<file path="src/rtl/sccb_pkg.sv">
// Shared definitions for the SCCB register-init sequencer: state codes,
// table markers and camera address constants.
package sccb_pkg;

  typedef logic [2:0] state_t;

  localparam state_t S_IDLE      = 3'd0;
  localparam state_t S_FETCH     = 3'd1;
  localparam state_t S_DECODE    = 3'd2;
  localparam state_t S_ISSUE     = 3'd3;
  localparam state_t S_WAIT_DONE = 3'd4;
  localparam state_t S_DELAY     = 3'd5;
  localparam state_t S_DONE      = 3'd6;
  localparam state_t S_ERROR     = 3'd7;

  // Table entries: {reg_addr, reg_data}; FFFF ends early, FE_xx waits xx ticks.
  localparam logic [15:0] END_MARK = 16'hFFFF;
  localparam logic [7:0]  DLY_TAG  = 8'hFE;

  localparam logic [7:0] OV7670_WADDR = 8'h42;
  localparam logic [7:0] OV7670_RADDR = 8'h43;

  function automatic logic is_delay_entry(input logic [15:0] entry);
    return entry[15:8] == DLY_TAG;
  endfunction

endpackage

</file>
<file path="src/rtl/sccb_delay_timer.sv">
// Down-counter that waits ticks x DELAY_UNIT clock cycles after a load and
// flags the final cycle with done. A zero tick count never starts.
module sccb_delay_timer #(
  parameter int DELAY_UNIT = 50000
) (
  input  logic       clk,
  input  logic       rst,
  input  logic       load,
  input  logic [7:0] ticks,
  output logic       done
);

  localparam int CYC_W = (DELAY_UNIT > 1) ? $clog2(DELAY_UNIT) : 1;
  localparam logic [CYC_W-1:0] CYC_LAST = CYC_W'(DELAY_UNIT - 1);

  logic             active_q, active_d;
  logic [7:0]       tick_q, tick_d;
  logic [CYC_W-1:0] cyc_q, cyc_d;

  always_comb begin
    active_d = active_q;
    tick_d   = tick_q;
    cyc_d    = cyc_q;
    done     = 1'b0;
    if (load) begin
      active_d = (ticks != 8'd0);
      tick_d   = ticks;
      cyc_d    = CYC_LAST;
    end else if (active_q) begin
      if (cyc_q == '0) begin
        if (tick_q == 8'd1) begin
          done     = 1'b1;
          active_d = 1'b0;
          tick_d   = 8'd0;
        end else begin
          tick_d = tick_q - 8'd1;
          cyc_d  = CYC_LAST;
        end
      end else begin
        cyc_d = cyc_q - CYC_W'(1);
      end
    end
  end

  always_ff @(posedge clk or posedge rst) begin
    if (rst) begin
      active_q <= 1'b0;
      tick_q   <= 8'd0;
      cyc_q    <= '0;
    end else begin
      active_q <= active_d;
      tick_q   <= tick_d;
      cyc_q    <= cyc_d;
    end
  end

endmodule

</file>
<file path="src/rtl/sccb_init_seq.sv">
// Camera register-init sequencer: walks an external synchronous ROM and
// issues SCCB writes, delays and end markers, with NACK retry and accept timeout.
module sccb_init_seq
  import sccb_pkg::*;
#(
  parameter int LUT_DEPTH  = 165,
  parameter int IDX_W      = 8,
  parameter int DELAY_UNIT = 50000,
  parameter int MAX_RETRY  = 3,
  parameter int ACCEPT_TO  = 1023
) (
  input  logic             S_CLK,
  input  logic             RST,
  input  logic             start_init,
  output logic             init_done,
  output logic             init_err,
  output logic [IDX_W-1:0] err_index,
  output logic             SCCB_req,
  input  logic             SCCB_busy,
  input  logic             SCCB_nack,
  output logic [7:0]       SCCB_addr,
  output logic [7:0]       SCCB_data,
  output logic [IDX_W-1:0] LUT_INDEX,
  input  logic [15:0]      LUT_DATA
);

  localparam int RTY_W = (MAX_RETRY > 0) ? $clog2(MAX_RETRY + 1) : 1;
  localparam int TO_W  = (ACCEPT_TO > 1) ? $clog2(ACCEPT_TO + 1) : 1;
  localparam logic [IDX_W-1:0] LAST_IDX  = IDX_W'(LUT_DEPTH - 1);
  localparam logic [RTY_W-1:0] RTY_MAX   = RTY_W'(MAX_RETRY);
  localparam logic [TO_W-1:0]  TO_LAST   = TO_W'(ACCEPT_TO - 1);

  state_t           state_q, state_d;
  logic [IDX_W-1:0] idx_q, idx_d;
  logic [IDX_W-1:0] err_idx_q, err_idx_d;
  logic [7:0]       addr_q, addr_d, data_q, data_d;
  logic             req_q, req_d, done_q, done_d, err_q, err_d;
  logic [RTY_W-1:0] retry_q, retry_d;
  logic [TO_W-1:0]  to_q, to_d;
  logic             dly_load, dly_done, do_next, go_err;

  sccb_delay_timer #(.DELAY_UNIT(DELAY_UNIT)) u_delay (
    .clk   (S_CLK),
    .rst   (RST),
    .load  (dly_load),
    .ticks (LUT_DATA[7:0]),
    .done  (dly_done)
  );

  always_comb begin
    state_d   = state_q;
    idx_d     = idx_q;
    err_idx_d = err_idx_q;
    addr_d    = addr_q;
    data_d    = data_q;
    req_d     = req_q;
    done_d    = done_q;
    err_d     = err_q;
    retry_d   = retry_q;
    to_d      = to_q;
    dly_load  = 1'b0;
    do_next   = 1'b0;
    go_err    = 1'b0;
    case (state_q)
      S_IDLE: if (start_init) begin
        idx_d   = '0;
        retry_d = '0;
        state_d = S_FETCH;
      end
      S_FETCH: state_d = S_DECODE;
      S_DECODE: begin
        if (LUT_DATA == END_MARK) begin
          done_d  = 1'b1;
          state_d = S_DONE;
        end else if (is_delay_entry(LUT_DATA)) begin
          if (LUT_DATA[7:0] == 8'd0) begin
            do_next = 1'b1;
          end else begin
            dly_load = 1'b1;
            state_d  = S_DELAY;
          end
        end else begin
          addr_d  = LUT_DATA[15:8];
          data_d  = LUT_DATA[7:0];
          req_d   = 1'b1;
          to_d    = '0;
          state_d = S_ISSUE;
        end
      end
      S_ISSUE: begin
        if (SCCB_busy) begin
          req_d   = 1'b0;
          to_d    = '0;
          state_d = S_WAIT_DONE;
        end else begin
          to_d = to_q + TO_W'(1);
          if (to_q == TO_LAST) go_err = 1'b1;
        end
      end
      // nack is only meaningful on the cycle busy falls
      S_WAIT_DONE: if (!SCCB_busy) begin
        if (!SCCB_nack) begin
          do_next = 1'b1;
        end else if (retry_q < RTY_MAX) begin
          retry_d = retry_q + RTY_W'(1);
          req_d   = 1'b1;
          to_d    = '0;
          state_d = S_ISSUE;
        end else begin
          go_err = 1'b1;
        end
      end
      S_DELAY: if (dly_done) do_next = 1'b1;
      S_DONE: if (start_init) begin
        done_d  = 1'b0;
        idx_d   = '0;
        retry_d = '0;
        state_d = S_FETCH;
      end
      S_ERROR: if (start_init) begin
        err_d     = 1'b0;
        err_idx_d = '0;
        idx_d     = '0;
        retry_d   = '0;
        state_d   = S_FETCH;
      end
      default: state_d = S_IDLE;
    endcase
    if (do_next) begin
      retry_d = '0;
      if (idx_q == LAST_IDX) begin
        done_d  = 1'b1;
        state_d = S_DONE;
      end else begin
        idx_d   = idx_q + IDX_W'(1);
        state_d = S_FETCH;
      end
    end
    if (go_err) begin
      req_d     = 1'b0;
      err_d     = 1'b1;
      err_idx_d = idx_q;
      state_d   = S_ERROR;
    end
  end

  always_ff @(posedge S_CLK or posedge RST) begin
    if (RST) begin
      state_q   <= S_IDLE;
      idx_q     <= '0;
      err_idx_q <= '0;
      addr_q    <= 8'd0;
      data_q    <= 8'd0;
      req_q     <= 1'b0;
      done_q    <= 1'b0;
      err_q     <= 1'b0;
      retry_q   <= '0;
      to_q      <= '0;
    end else begin
      state_q   <= state_d;
      idx_q     <= idx_d;
      err_idx_q <= err_idx_d;
      addr_q    <= addr_d;
      data_q    <= data_d;
      req_q     <= req_d;
      done_q    <= done_d;
      err_q     <= err_d;
      retry_q   <= retry_d;
      to_q      <= to_d;
    end
  end

  assign init_done = done_q;
  assign init_err  = err_q;
  assign err_index = err_idx_q;
  assign SCCB_req  = req_q;
  assign SCCB_addr = addr_q;
  assign SCCB_data = data_q;
  assign LUT_INDEX = idx_q;

endmodule

</file>
<file path="config.mk">
export PLATFORM = sky130hd
export DESIGN_NAME = sccb_init_seq
export DESIGN_NICKNAME = d
export VERILOG_FILES = /design/src/rtl/sccb_pkg.sv /design/src/rtl/sccb_delay_timer.sv /design/src/rtl/sccb_init_seq.sv
export SDC_FILE = /design/constraint.sdc
export NUM_CORES = 1
export LEC_CHECK = 0
export ABC_AREA = 1
export CAP_MARGIN = 20
export CORE_MARGIN = 2
export CORE_UTILIZATION = 50
export CTS_CLUSTER_SIZE = 28
export DETAILED_ROUTE_END_ITERATION = 10
export GPL_ROUTABILITY_DRIVEN = 0
export GPL_TIMING_DRIVEN = 0
export HOLD_SLACK_MARGIN = 0.03
export MAX_ROUTING_LAYER = met4
export PLACE_DENSITY_LB_ADDON = 0.12
export SYNTH_ARGS = -nofsm -noshare
export SYNTH_HDL_FRONTEND = slang
export SYNTH_SLANG_ARGS = --single-unit
</file>
<file path="constraint.sdc">
create_clock -name S_CLK -period 2.6 [get_ports S_CLK]
set_input_delay 0.65 -clock S_CLK [delete_from_list [all_inputs] [get_ports S_CLK]]
set_output_delay 0.65 -clock S_CLK [all_outputs]
set_load 0.02 [all_outputs]
</file>
Word level (Yosys, flattened, before mapping)
Cells that the tools add are included.

word-level totals
  register bits after elaboration = 75
  latch bits = 0
  bits in writable memories = 0
  memory bits (read-only) = 0
  input port bits = 21
  output and inout bits = 35
  word-level logic and storage cells = 157
  memories kept = 0

operators by class
  $add $sub $neg = 5
  multiply operators = 0
  divide/modulo/power cells = 0
  magnitude comparators = 1
  equality and inequality tests = 34
  shift operators = 0
  multiplexer cells = 81
  bitwise logic cells = 2
  reduce and logical (&&, ||, !) cells = 21

operators by type and width
  operator               number
  $mux 8                 11
  $mux 16                4
  $mux 10                6
  $mux 1                 37
  $mux 3                 11
  $ne 3x3->1 const B     10
  $pmux 10 s3            1
  $eq 16x16->1 const B   1
  $eq 8x8->1 const B     2
  $logic_not 16->1       1
  $ne 4x4->1 const B     4
  $sub 16x1->16 const B  1
  $pmux 3 s5             1
  $reduce_and 7->1       2
  $eq 3x3->1 const B     4
  $add 10x1->10 const B  1
  $eq 10x10->1 const B   1
  $mux 2                 5
  $ne 2x2->1 const B     5
  $add 8x1->8 const B    1
  $eq 8x1->1 const B     1
  $logic_not 8->1        1
  $reduce_bool 2->1      4
  $reduce_bool 8->1      1
  21 further kinds       28

Longest topological paths before layout
  depth in word-level cells = 10
  gate-level depth with buffers = 12
  mapped depth without buffers = 12

Modules after synthesis
From an unflattened synthesis, not the netlist that was laid out.

unflattened totals
  cells, all modules = 636
  area total of the unflattened synthesis = 4683.2 um^2

modules (own cells, without submodules)
  module            times used  cells each  area each (um^2)  seq. area each (um^2)
  sccb_init_seq     1           347         2812.7            1251.2
  sccb_delay_timer  1           289         1870.5            625.6

Worst setup path after synthesis
Ideal clock, no wire load.

  kind = input-to-reg
  from = input port LUT_DATA[8]
  to = register addr_q[1], in the netlist SCCB_addr[1]
  setup time = 127 ps
  data arrival time = 1657 ps
  data required time = 2473 ps
  setup slack = 815 ps
  stages = 8
  buffers on the path = 1
  cell sequence = inv_1 nand2_1 nor2_1 nand2_1 nand2_1 nor2_2 buf_4 mux2_1

on the way
  longest elaborated chain between the ends = 3
  elaborated cells between the ends (all ways) = 5
  classes of those cells = eq/ne: 2; bitwise: 2; reduce/logical: 1

RTL lines
  item                                        RTL line                             source
  from (decl)                                 sccb_init_seq.sv:24                  input logic [15:0] LUT_DATA
  $eq 16x16->1 or $eq 8x8->1 (tied branches)  sccb_init_seq.sv:72, sccb_pkg.sv:24
  $not 1->1 (no source line)                  --
  $reduce_and 3->1 (no source line) (*)       --
  to (signal assigned)                        sccb_init_seq.sv:163                 addr_q <= addr_d;
  to (decl)                                   sccb_init_seq.sv:36                  logic [7:0] addr_q, addr_d, data_q, data_d;

Every way passes the cells marked *; elsewhere a longest branch is shown, timed or not.
A chain may end at the register's enable or synchronous reset.

Worst setup path in the final report
  from = input port LUT_DATA[12]
  to = register u_delay.tick_q[5]

on the way
  longest elaborated chain between the ends = 6
  elaborated cells between the ends (all ways) = 9
  classes of those cells = eq/ne: 2; mux: 4; reduce/logical: 3

RTL lines
  item                                RTL line                source
  $eq 8x8->1                          sccb_pkg.sv:24          return entry[15:8] == DLY_TAG;
  $mux 1                              sccb_init_seq.sv:75     end else if (is_delay_entry(LUT_DATA)) begin
  $mux 1 (*)                          sccb_init_seq.sv:72     if (LUT_DATA == END_MARK) begin
  $mux 1 (*)                          sccb_init_seq.sv:64     case (state_q)
  $reduce_bool 2->1 (no source line)  --
  $reduce_and 2->1 (no source line)   --
  to (signal assigned)                sccb_delay_timer.sv:52  tick_q <= tick_d;
  to (decl)                           sccb_delay_timer.sv:17  logic [7:0] tick_q, tick_d;

Marked as above.

==> qor.yml <==
clock_network:
  cts-resized-gates: 0
  cts_tree: "yes"
  clk_latency_ns: 0.35
  postCtsSetupRepairBufs: 0
  clockBufferDepth: 2
  htreeDepth: 3
  cts_made_buffers: 9
  ctsHoldBuffers: 0
  root_buffer: "clkbuf_8"
  cts_sinks: 75
  clk_pin_slew_ns: 0.08
detailed_routing:
  via_per_inst: 5.35
  drt_iter0_drc: 170
  dr.pass1.iters: 5
  drt_wl_total_mm: 10.0
  wl_per_cell_um: 14.0
  via_count: 3834
  drc: 0
  antenna_left: 0
grt:
  grt_use_met1_pct: 33.9
  track_usage_pct: 24.4
  use_met3_pct: 3.57
  met2_usage_pct: 37.9
  grt_antenna_before_repair: 0
  grt_max_degree: 44
  grt_overflow: 0
  top_usage_layer: "met2"
  grt_pass1_vias: 3702
  grt_pass1_wl_mm: 17.4
final_layout:
  layout-drive-gt1-share_pct: 9.97
  area_delta_synth_final_pct: 21.0
  nNetsFinal: 639
  antenna_cells: 0
  final_util_pct: 62.7
worst_setup_path:
  rr_endpoint: "u_delay.tick_q[5]"
  cp.arrival_ns: 2.54
  cp-start-kind: "input port"
  r2r_cells: 10
  end_kind: "register"
  regToRegStartpoint: "u_delay.cyc_q[0]"
  ff2ff_setup_slack_ns: 0.57
  cp_max_fo: 10
  criticalPathCategory: "input port to register"
  required_ns: 2.81
worst_hold_path:
  hold-path-cell-count: 2
  hp-start: "u_delay.cyc_q[0]"
  holdCritPathClass: "register to register"
  worstHoldEndpoint: "u_delay.cyc_q[0]"
sta:
  period_minus_slack_ns: 2.33
  worstMarginPinSlew_ns: 0.938
  slew_headroom_pct: 36.8
  slew_violations: 0
  setup_viol: 0
  clock_skew_ns: 0.0111
  max_freq_ghz: 0.429
  rsz0062_at_grt: "no"
  hold_viol: 0
  fin_crit_sh_pct: 89.6
place:
  port_buffers: 55
  hpwlAfterDp_mm: 7.46
synthesis:
  yosysWarningCount: 0
  synth_area_um2: 4280
  synth-seq-cells: 75
  postSynthCellCount: 540
  ys.flop_type: "dfrtp_1"
  synthDistinctLibCells: 41
  async_flop_share_pct: 100
  synth_edf_count: 0
  yosysSeqAreaShare_pct: 43.9
  synth.avg_cell_area_um2: 7.92
  synth_nets: 572
power_and_ir_drop:
  leakagePower_uw: 0.00245
  cellPowerDensity_nw_per_um2: 910
  power.total_uw: 4710
  ir_drop_uv: 582
die:
  start_util_pct: 51.8
  dieHeight_um: 96.5
  io_pins: 56
  fp.coreArea_um2: 8260
  rows: 33
  die_area_um2: 9310
  die_x_um: 96.5
run_status:
  status: "completed"
flow_run:
  drv_cap: 0
## cells in the mapped netlist, types with 2 or more instances
master    instances  area share [%]
a21oi_1          18             2.1
buf_2             3            0.35
buf_6             3            0.79
dfrtp_1          75              44
ha_1             11             3.2
inv_1            67             5.9
inv_2            10            0.88
mux2_1            4             1.1
mux2_2            4             1.1
nand2_1         120              11
nand2_2           5            0.73
nand3_1          56             6.6
nand3b_1          3            0.53
nand4_1          14             2.0
nor2_1           54             4.7
nor2_2            9             1.3
nor2_4            2            0.53
nor3_1            9             1.1
nor4_1            2            0.29
o211ai_1          2            0.35
o21a_1            3            0.53
o21ai_0          10             1.2
o21ai_1           6            0.70
o221ai_1          6             1.2
o22ai_1           9             1.3
o31ai_1           2            0.35
xnor2_1           2            0.41
xor2_1           18             3.7
## area by class of cell
cell class | count | area (um^2)
fillers | 733 | 3080
multi-input cells | 380 | 2050
flip-flops and latches | 75 | 1880
repair buffers | 56 | 578
inverters | 78 | 295
clock buffers | 11 | 151
well taps | 105 | 131
plain buffers | 7 | 56.3
clock inverters | 5 | 36.3
## where the power goes
group | switching, uW | internal (uW) | leakage (uW)
clock | 448 | 400 | 0.0000880
sequential | 231 | 1490 | 0.000939
combinational | 1250 | 889 | 0.00142
## stage by stage
stage / hold slack (ns) / std cells / setup TNS (ns) / worst slack [ns] / instance area, um^2
after floorplan: 0.452 / 540 / 0 / 0.0400 / 4280
after global placement: 0.466 / 700 / -93.95 / -1.26 / 4960
after detailed placement: 0.479 / 701 / -0.165 / -0.0673 / 4990
after CTS: 0.499 / 717 / 0 / 0.283 / 5180
after global routing: 0.513 / 717 / 0 / 0.0607 / 5180
final: 0.491 / 717 / 0 / 0.271 / 5180
## cells in the final DEF, fill, tap and decap left out, drive strengths merged, types with 6 or more instances in the layout
cell / count
nor2: 65
clkbuf: 11
nand4: 14
o221ai: 6
buf: 8
ha: 11
xor2: 18
nand2: 126
nand3: 57
clkdlybuf4s50: 55
o21ai: 18
nor3: 9
mux2: 8
inv: 78
dfrtp: 75
o22ai: 9
a21oi: 18
## how the worst max path moves through the flow
stage | start | slack (ns) | endpoint | cells past startpoint
after global routing | LUT_DATA[8] | 0.06 | u_delay.tick_q[5] | 11
after CTS | LUT_DATA[6] | 0.28 | u_delay.tick_q[5] | 8
after floorplan | RST | 0.04 | LUT_INDEX[0] | 1
after global placement | RST | -1.26 | u_delay.cyc_q[15] | 2
after detailed placement | LUT_DATA[6] | -0.07 | u_delay.tick_q[5] | 8
final | LUT_DATA[12] | 0.27 | u_delay.tick_q[5] | 10
## worst max-delay path, cell delays in order
cell and delay (ns):
clkdlybuf4s50_1 0.48, nand2_1 0.06, nor2_1 0.26, nand2_1 0.15
clkinv_1 0.09, nand3_1 0.31, nand2_1 0.23, nor2_2 0.10
nand3_1 0.09, o221ai_1 0.12
## layer usage
layer	vias up	part of all wire, %
li1	1907	-
met1	1838	48
met2	82	47
met3	7	3.8
met4	0	0.91
met5	-	0
## flip-flops by register name (all words and copies together) (netlist names), 2 cells and up
name and cells:
err_index 8, SCCB_addr 8, SCCB_data 8, state_q 3, LUT_INDEX 8, retry_q 2
u_delay.tick_q 8, u_delay.cyc_q 16, to_q 10
## cell families (layout without fill, tap and decap cells)
kind of cell    after synthesis  after routing  synth area share (%)
simple gates                278            278                  29.1
buf+inv                      85            157                  8.16
flops                        75             75                  43.9
compound gates               63             63                  9.42
xor+xnor                     20             20                  4.10
fa+ha+maj                    11             11                  3.22
mux                           8              8                  2.11
No activity file was read; power rests on OpenSTA's default activity.
